===== src/rtl/mfp_ahb_arbiter_pkg.sv =====
// mfp_ahb_arbiter_pkg
// Shared constants and types for the two-master AHB-Lite arbiter:
//   - HTRANS encodings
//   - master index constants
//   - default hold limit
//   - grant state type
//   - handover-eligibility helper
package mfp_ahb_arbiter_pkg;

  localparam logic [1:0] HTRANS_IDLE   = 2'b00;
  localparam logic [1:0] HTRANS_BUSY   = 2'b01;
  localparam logic [1:0] HTRANS_NONSEQ = 2'b10;
  localparam logic [1:0] HTRANS_SEQ    = 2'b11;

  localparam logic MFP_MASTER_CORE = 1'b0;
  localparam logic MFP_MASTER_AUX  = 1'b1;

  localparam int MFP_MAX_HOLD_DEFAULT = 16;

  typedef enum logic {
    GNT0 = 1'b0,
    GNT1 = 1'b1
  } gnt_state_t;

  // Returns 1 when the transfer type allows the bus to change hands.
  // BUSY and SEQ mean a burst is in flight.
  function automatic logic trans_eligible(input logic [1:0] htrans);
    logic ok;
    case (htrans)
      HTRANS_IDLE:   ok = 1'b1;
      HTRANS_NONSEQ: ok = 1'b1;
      HTRANS_BUSY:   ok = 1'b0;
      HTRANS_SEQ:    ok = 1'b0;
      default:       ok = 1'b0;
    endcase
    return ok;
  endfunction

endpackage


===== src/rtl/mfp_ahb_master_mux.sv =====
// mfp_ahb_master_mux
// Purely combinational AHB master multiplexer.
//   hmaster        : selects the address-phase signals (haddr..hmastlock).
//   dmaster        : selects the write-data signal (hwdata).
//   m0_* / m1_*    : master 0 / master 1 bus signals.
//   haddr..hwdata  : shared bus outputs.
module mfp_ahb_master_mux
  import mfp_ahb_arbiter_pkg::*;
(
  input  logic        hmaster,
  input  logic        dmaster,
  input  logic [31:0] m0_haddr,
  input  logic [1:0]  m0_htrans,
  input  logic        m0_hwrite,
  input  logic [2:0]  m0_hsize,
  input  logic [2:0]  m0_hburst,
  input  logic [3:0]  m0_hprot,
  input  logic        m0_hmastlock,
  input  logic [31:0] m0_hwdata,
  input  logic [31:0] m1_haddr,
  input  logic [1:0]  m1_htrans,
  input  logic        m1_hwrite,
  input  logic [2:0]  m1_hsize,
  input  logic [2:0]  m1_hburst,
  input  logic [3:0]  m1_hprot,
  input  logic        m1_hmastlock,
  input  logic [31:0] m1_hwdata,
  output logic [31:0] haddr,
  output logic [1:0]  htrans,
  output logic        hwrite,
  output logic [2:0]  hsize,
  output logic [2:0]  hburst,
  output logic [3:0]  hprot,
  output logic        hmastlock,
  output logic [31:0] hwdata
);

  // Address-phase mux: follows the address-phase owner.
  always_comb begin
    haddr     = m0_haddr;
    htrans    = m0_htrans;
    hwrite    = m0_hwrite;
    hsize     = m0_hsize;
    hburst    = m0_hburst;
    hprot     = m0_hprot;
    hmastlock = m0_hmastlock;
    if (hmaster == MFP_MASTER_AUX) begin
      haddr     = m1_haddr;
      htrans    = m1_htrans;
      hwrite    = m1_hwrite;
      hsize     = m1_hsize;
      hburst    = m1_hburst;
      hprot     = m1_hprot;
      hmastlock = m1_hmastlock;
    end else begin
      haddr     = m0_haddr;
      htrans    = m0_htrans;
      hwrite    = m0_hwrite;
      hsize     = m0_hsize;
      hburst    = m0_hburst;
      hprot     = m0_hprot;
      hmastlock = m0_hmastlock;
    end
  end

  // Data-phase mux: follows the data-phase owner, one HREADY behind.
  always_comb begin
    hwdata = m0_hwdata;
    if (dmaster == MFP_MASTER_AUX) begin
      hwdata = m1_hwdata;
    end else begin
      hwdata = m0_hwdata;
    end
  end

endmodule


===== src/rtl/mfp_ahb_arbiter.sv =====
// mfp_ahb_arbiter
// Two-master AHB-Lite arbiter. It does the following:
//   - Grants the shared bus with round-robin tie priority.
//   - Honours HMASTLOCK and never breaks a burst.
//   - Forces a handover after MAX_HOLD contested cycles.
// Ports:
//   HCLK, HRESETn        : bus clock, asynchronous active-low reset.
//   HBUSREQ0/1           : master requests.
//   HGRANT0/1            : one-hot grants.
//   M0_* / M1_*          : per-master AHB signals.
//   HREADY               : slave ready.
//   HADDR..HMASTLOCK     : shared address phase.
//   HWDATA               : shared write data.
//   HMASTER              : address-phase owner index.
module mfp_ahb_arbiter
  import mfp_ahb_arbiter_pkg::*;
#(
  parameter int MAX_HOLD = MFP_MAX_HOLD_DEFAULT
) (
  input  logic        HCLK,
  input  logic        HRESETn,
  input  logic        HBUSREQ0,
  input  logic        HBUSREQ1,
  output logic        HGRANT0,
  output logic        HGRANT1,
  input  logic [31:0] M0_HADDR,
  input  logic [1:0]  M0_HTRANS,
  input  logic        M0_HWRITE,
  input  logic [2:0]  M0_HSIZE,
  input  logic [2:0]  M0_HBURST,
  input  logic [3:0]  M0_HPROT,
  input  logic        M0_HMASTLOCK,
  input  logic [31:0] M0_HWDATA,
  input  logic [31:0] M1_HADDR,
  input  logic [1:0]  M1_HTRANS,
  input  logic        M1_HWRITE,
  input  logic [2:0]  M1_HSIZE,
  input  logic [2:0]  M1_HBURST,
  input  logic [3:0]  M1_HPROT,
  input  logic        M1_HMASTLOCK,
  input  logic [31:0] M1_HWDATA,
  input  logic        HREADY,
  output logic [31:0] HADDR,
  output logic [1:0]  HTRANS,
  output logic        HWRITE,
  output logic [2:0]  HSIZE,
  output logic [2:0]  HBURST,
  output logic [3:0]  HPROT,
  output logic        HMASTLOCK,
  output logic [31:0] HWDATA,
  output logic        HMASTER
);

  localparam logic [4:0] HOLD_LIMIT = 5'(MAX_HOLD);

  gnt_state_t  state_r;
  logic        hgrant0_r;
  logic        hgrant1_r;
  logic        hmaster_r;
  logic        dmaster_r;
  logic        rr_r;
  logic [4:0]  hold_cnt_r;

  logic        owner_s;
  logic [1:0]  owner_trans_s;
  logic        owner_lock_s;
  logic        other_req_s;
  logic        handover_s;
  logic        hold_sat_s;
  logic        contest_pick_s;
  logic        pick_s;
  logic        change_s;
  logic [4:0]  hold_next_s;

  assign owner_s    = (state_r == GNT1);
  assign hold_sat_s = (hold_cnt_r >= HOLD_LIMIT);

  // Handover eligibility is judged on the granted master's own signals.
  // A master that has just been granted may already be driving its first transfer.
  always_comb begin
    owner_trans_s = M0_HTRANS;
    owner_lock_s  = M0_HMASTLOCK;
    other_req_s   = HBUSREQ1;
    if (owner_s == MFP_MASTER_AUX) begin
      owner_trans_s = M1_HTRANS;
      owner_lock_s  = M1_HMASTLOCK;
      other_req_s   = HBUSREQ0;
    end else begin
      owner_trans_s = M0_HTRANS;
      owner_lock_s  = M0_HMASTLOCK;
      other_req_s   = HBUSREQ1;
    end
  end

  assign handover_s = HREADY & trans_eligible(owner_trans_s) & ~owner_lock_s;

  // rr always names the non-granted master after a change.
  // Out of reset, rr equals the owner, so a forced contest then goes to the other master.
  assign contest_pick_s = (rr_r != owner_s) ? rr_r : ~owner_s;

  // Next-grant selection. Outside a handover point the owner keeps the bus.
  always_comb begin
    pick_s = owner_s;
    if (handover_s) begin
      case ({HBUSREQ1, HBUSREQ0})
        2'b00:   pick_s = MFP_MASTER_CORE;
        2'b01:   pick_s = MFP_MASTER_CORE;
        2'b10:   pick_s = MFP_MASTER_AUX;
        2'b11: begin
          if (hold_sat_s) begin
            pick_s = contest_pick_s;
          end else begin
            pick_s = owner_s;
          end
        end
        default: pick_s = owner_s;
      endcase
    end else begin
      pick_s = owner_s;
    end
  end

  assign change_s = (pick_s != owner_s);

  // Hold counter: counts contested ownership cycles and saturates at the limit.
  always_comb begin
    hold_next_s = hold_cnt_r;
    if (change_s) begin
      hold_next_s = 5'd0;
    end else if (!other_req_s) begin
      hold_next_s = 5'd0;
    end else if (!hold_sat_s) begin
      hold_next_s = hold_cnt_r + 5'd1;
    end else begin
      hold_next_s = hold_cnt_r;
    end
  end

  // Grant FSM with registered grant, owner-tracking and tie-priority state.
  always_ff @(posedge HCLK or negedge HRESETn) begin
    if (!HRESETn) begin
      state_r    <= GNT0;
      hgrant0_r  <= 1'b1;
      hgrant1_r  <= 1'b0;
      hmaster_r  <= MFP_MASTER_CORE;
      dmaster_r  <= MFP_MASTER_CORE;
      rr_r       <= MFP_MASTER_CORE;
      hold_cnt_r <= 5'd0;
    end else begin
      hold_cnt_r <= hold_next_s;
      if (change_s) begin
        state_r   <= pick_s ? GNT1 : GNT0;
        hgrant0_r <= ~pick_s;
        hgrant1_r <= pick_s;
        rr_r      <= owner_s;
      end
      if (HREADY) begin
        hmaster_r <= owner_s;
        dmaster_r <= hmaster_r;
      end
    end
  end

  assign HGRANT0 = hgrant0_r;
  assign HGRANT1 = hgrant1_r;
  assign HMASTER = hmaster_r;

  mfp_ahb_master_mux u_mux (
    .hmaster      (hmaster_r),
    .dmaster      (dmaster_r),
    .m0_haddr     (M0_HADDR),
    .m0_htrans    (M0_HTRANS),
    .m0_hwrite    (M0_HWRITE),
    .m0_hsize     (M0_HSIZE),
    .m0_hburst    (M0_HBURST),
    .m0_hprot     (M0_HPROT),
    .m0_hmastlock (M0_HMASTLOCK),
    .m0_hwdata    (M0_HWDATA),
    .m1_haddr     (M1_HADDR),
    .m1_htrans    (M1_HTRANS),
    .m1_hwrite    (M1_HWRITE),
    .m1_hsize     (M1_HSIZE),
    .m1_hburst    (M1_HBURST),
    .m1_hprot     (M1_HPROT),
    .m1_hmastlock (M1_HMASTLOCK),
    .m1_hwdata    (M1_HWDATA),
    .haddr        (HADDR),
    .htrans       (HTRANS),
    .hwrite       (HWRITE),
    .hsize        (HSIZE),
    .hburst       (HBURST),
    .hprot        (HPROT),
    .hmastlock    (HMASTLOCK),
    .hwdata       (HWDATA)
  );

endmodule


===== config.mk =====
export PLATFORM = sky130hd
export DESIGN_NAME = mfp_ahb_arbiter
export DESIGN_NICKNAME = d
export VERILOG_FILES = /design/src/rtl/mfp_ahb_arbiter_pkg.sv /design/src/rtl/mfp_ahb_master_mux.sv /design/src/rtl/mfp_ahb_arbiter.sv
export SDC_FILE = /design/constraint.sdc
export NUM_CORES = 1
export LEC_CHECK = 0
export CAP_MARGIN = 20
export CELL_PAD_IN_SITES_DETAIL_PLACEMENT = 1
export CELL_PAD_IN_SITES_GLOBAL_PLACEMENT = 1
export CORE_MARGIN = 1.5
export CORE_UTILIZATION = 12
export CTS_CLUSTER_DIAMETER = 40
export CTS_CLUSTER_SIZE = 28
export DETAILED_ROUTE_END_ITERATION = 16
export PLACE_DENSITY = 0.76
export SKIP_LAST_GASP = 1
export SLEW_MARGIN = 20
export SYNTH_ARGS = -nofsm -noshare
export SYNTH_HDL_FRONTEND = slang
export SYNTH_SLANG_ARGS = --single-unit

===== constraint.sdc =====
create_clock -name HCLK -period 1.2 [get_ports HCLK]
set_input_delay 0.12 -clock HCLK [delete_from_list [all_inputs] [get_ports HCLK]]
set_output_delay 0.12 -clock HCLK [all_outputs]
set_load 0.005 [all_outputs]

==> run metrics <==
status=complete, but fails checks; violated checks=setup timing; Max Root-Sink Buffers=2; fillers=between 1000 and 1500; Most used DFF post-synth=dfrtp_1; core area=11600 um2; CTS tree=done; DRC=0; Synth cell types=24; HPWL after DPL=between 6000 and 7000 um; Clock Latency Late Sink=0.24 ns; Avg Cell Area, Syn=between 10 and 15 um2; final setup fails=79; critical path cell sequence=buf_12, mux2_2, clkdlybuf4s50_1; final wirelength=roughly 8000 um; sequential fraction of the synthesis area=0.156; RR Endpoint=HGRANT0$_DFFE_PN1P_; hold_buf cts=0; FFs w/ async S/R, synth=1.00; vias per cell=between 3 and 4; via count=2122; warnings from Yosys=0; CP max stage cell=clkdlybuf4s50_1; WL/cell=15.0 um; TNS Setup=-43.49 ns; clock slew at reported path FFs=0.04 ns; Area Growth Syn to Fin=193%; full die area=around 13000 um2; Worst R2R Start=owner_s$_DFFE_PN0P_; R2R depth=4; largest net degree at the start of global routing=37; fin cells=about 530; Ant. Diodes=0; RSZ-0062 raised after global routing=true; leakage power=0.00162 uW; share of cells above drive strength 1=0.280; Fin. Hold Viols=0; overall power=5850 uW; H-tree levels=1; Clock Sinks=9; Setup crit start=HMASTER$_DFFE_PN0P_; post-synth top area share=0.621; syn nets=304; FF+latch count, synth=9; Post-Synthesis Cells=141; Die X=about 110 um; remaining antenna violation count after routing=0; FF-to-FF setup slack=~0.02 ns; I/O pin count=242; vias in the first global route=2331; PwrDens=between 1000 and 1500 nW/um2; Worst EP required=1.08 ns; first-pass GRT wire length=approximately 12000 um; Slew Viols, Final=0; mapped cell area=1450 um2; GR Overflow Total=0; VDD IR max=about 0.52 mV; TritonCTS Buffers=3; final-stage net count=553; DRT Pass-1 Iters=2; Post-synth EDFFs=0; row count=39; CP arrival=1.66 ns; min cycle time layout=1.78 ns; Slew headroom=0.715; Clock Skew=0.00339 ns; final period utilization=1.49; gr usage total=0.114; initial antenna violation count=0; Least-Margin Pin Slew=between 0.4 and 0.5 ns; leading area contributor after synthesis=mux2_2; CP peak stage delay=0.45 ns; Max Fanout on Critical Path=36; crit path launch type=register; initial drt markers=16; CP endpoint kind=primary output; Die Ht=113 um; IO Port Bufs=241; main area contributors after synthesis=mux2_2 (62%), dfrtp_1 (14%), buf_2 (3.5%), a31oi_1 (2.2%), dfstp_2 (1.8%); worst hold path type=in2async; CP endpoint=HADDR[11]; setup slack after layout=-0.584 ns; Placer Congestion=between 0.8 and 0.9; Placed Cells=523; fmax=561 MHz; clk root buf=clkbuf_16; MaxCap Viol Count=0; CP Class=reg2out; Initial Util=0.125
cell usage after synthesis (all sizes together) (2+ instances only):
master / number
dfrtp: 8
xor2: 2
nand2: 4
nor2b: 2
a21oi: 2
mux2: 80
buf: 11
a31oi: 5
o21ai: 2
nor2: 6
inv: 5
ha: 2
o22ai: 2
repair_timing:
action                                  CTS  global route
resized for setup                         7             9
endpoints found under the setup margin   86            86
buffers inserted                          1             3
cloned                                    0             1
pin swaps                                 0             4
hold endpoints to repair                  0             0
stage by stage:
stage          hold slack, ns   util  instance area [um2]  setup slack, ns
6_report                0.191  0.366                 4250           -0.584
5_1_grt                 0.218  0.366                 4250           -0.634
4_1_cts                 0.212  0.359                 4170           -0.602
3_5_place_dp            0.465  0.351                 4080           -0.354
3_3_place_gp            0.459  0.351                 4080           -0.338
2_1_floorplan          -0.176      -                 1460           0.0267
registers in the layout, indices dropped and copies added (netlist names):
signal      count
HGRANT0         1
HMASTER         1
dmaster_r       1
hold_cnt_r      5
owner_s         1
cells in the final DEF, fill, tap and decap left out, types with 2 or more instances in the layout:
cell type	n
clkdlybuf4s50_1	236
mux2_2	80
buf_4	9
inv_1	5
nor2_1	5
dfrtp_1	5
nand2_1	4
a31oi_1	4
clkbuf_16	4
dfrtp_2	3
dlygate4sd2_1	3
xor2_1	2
o22ai_1	2
ha_1	2
dlymetal6s2s_1	2
buf_6	2
buf_12	2
critical path, delay by kind of cell, from the launching register on:
kind / cells / cell delay (ns)
multiplexers: 1 / 0.38
flip-flops: 1 / 0.38
buffers and inverters: 2 / 0.67
final cells by class:
type                            count  area, um2  area share
Timing Repair Buffer              255       2570       0.604
Tap cell                          143        179      0.0421
Multi-Input combinational cell    116       1180       0.277
Inverter                            5       18.8     0.00441
Sequential cell                     9        230      0.0541
Clock buffer                        4       78.8      0.0185
cell families after synthesis:
family / synth area share
adder cells (fa/ha/maj): 0.0173
flip-flops: 0.156
AO/OA/AOI/OAI: 0.0621
buffers and inverters: 0.0526
XOR/XNOR: 0.0181
AND/OR/NAND/NOR: 0.0656
multiplexers: 0.628
per-layer routing:
layer	vias to the layer above	share of wire	track usage
met2	118	0.55	0.237
met3	9	0.090	0.0268
met1	977	0.35	0.114
li1	1018	-	-
met5	-	0	0
met4	0	0.012	0.0233
power by group:
group | switching, uW | internal (uW) | total, uW | leakage [uW]
Sequential | 128 | 415 | 542 | 0.000110
Clock | 146 | 444 | 590 | 0.0000382
Combinational | 1470 | 3240 | 4720 | 0.00148
Total | 1750 | 4100 | 5850 | 0.00162
worst min-delay path by stage:
stage | slack [ns] | endpoint | start
finish | 0.19 | hold_cnt_r[4]$_DFFE_PN0P_ | HRESETn
global route | 0.22 | hold_cnt_r[4]$_DFFE_PN0P_ | HRESETn
detailed placement | 0.46 | hold_cnt_r[4]$_DFFE_PN0P_ | HRESETn
global placement | 0.46 | owner_s$_DFFE_PN0P_ | HRESETn
floorplan | -0.18 | HMASTER$_DFFE_PN0P_ | HRESETn
CTS | 0.21 | hold_cnt_r[4]$_DFFE_PN0P_ | HRESETn
Power figures use the tool's default switching activity.
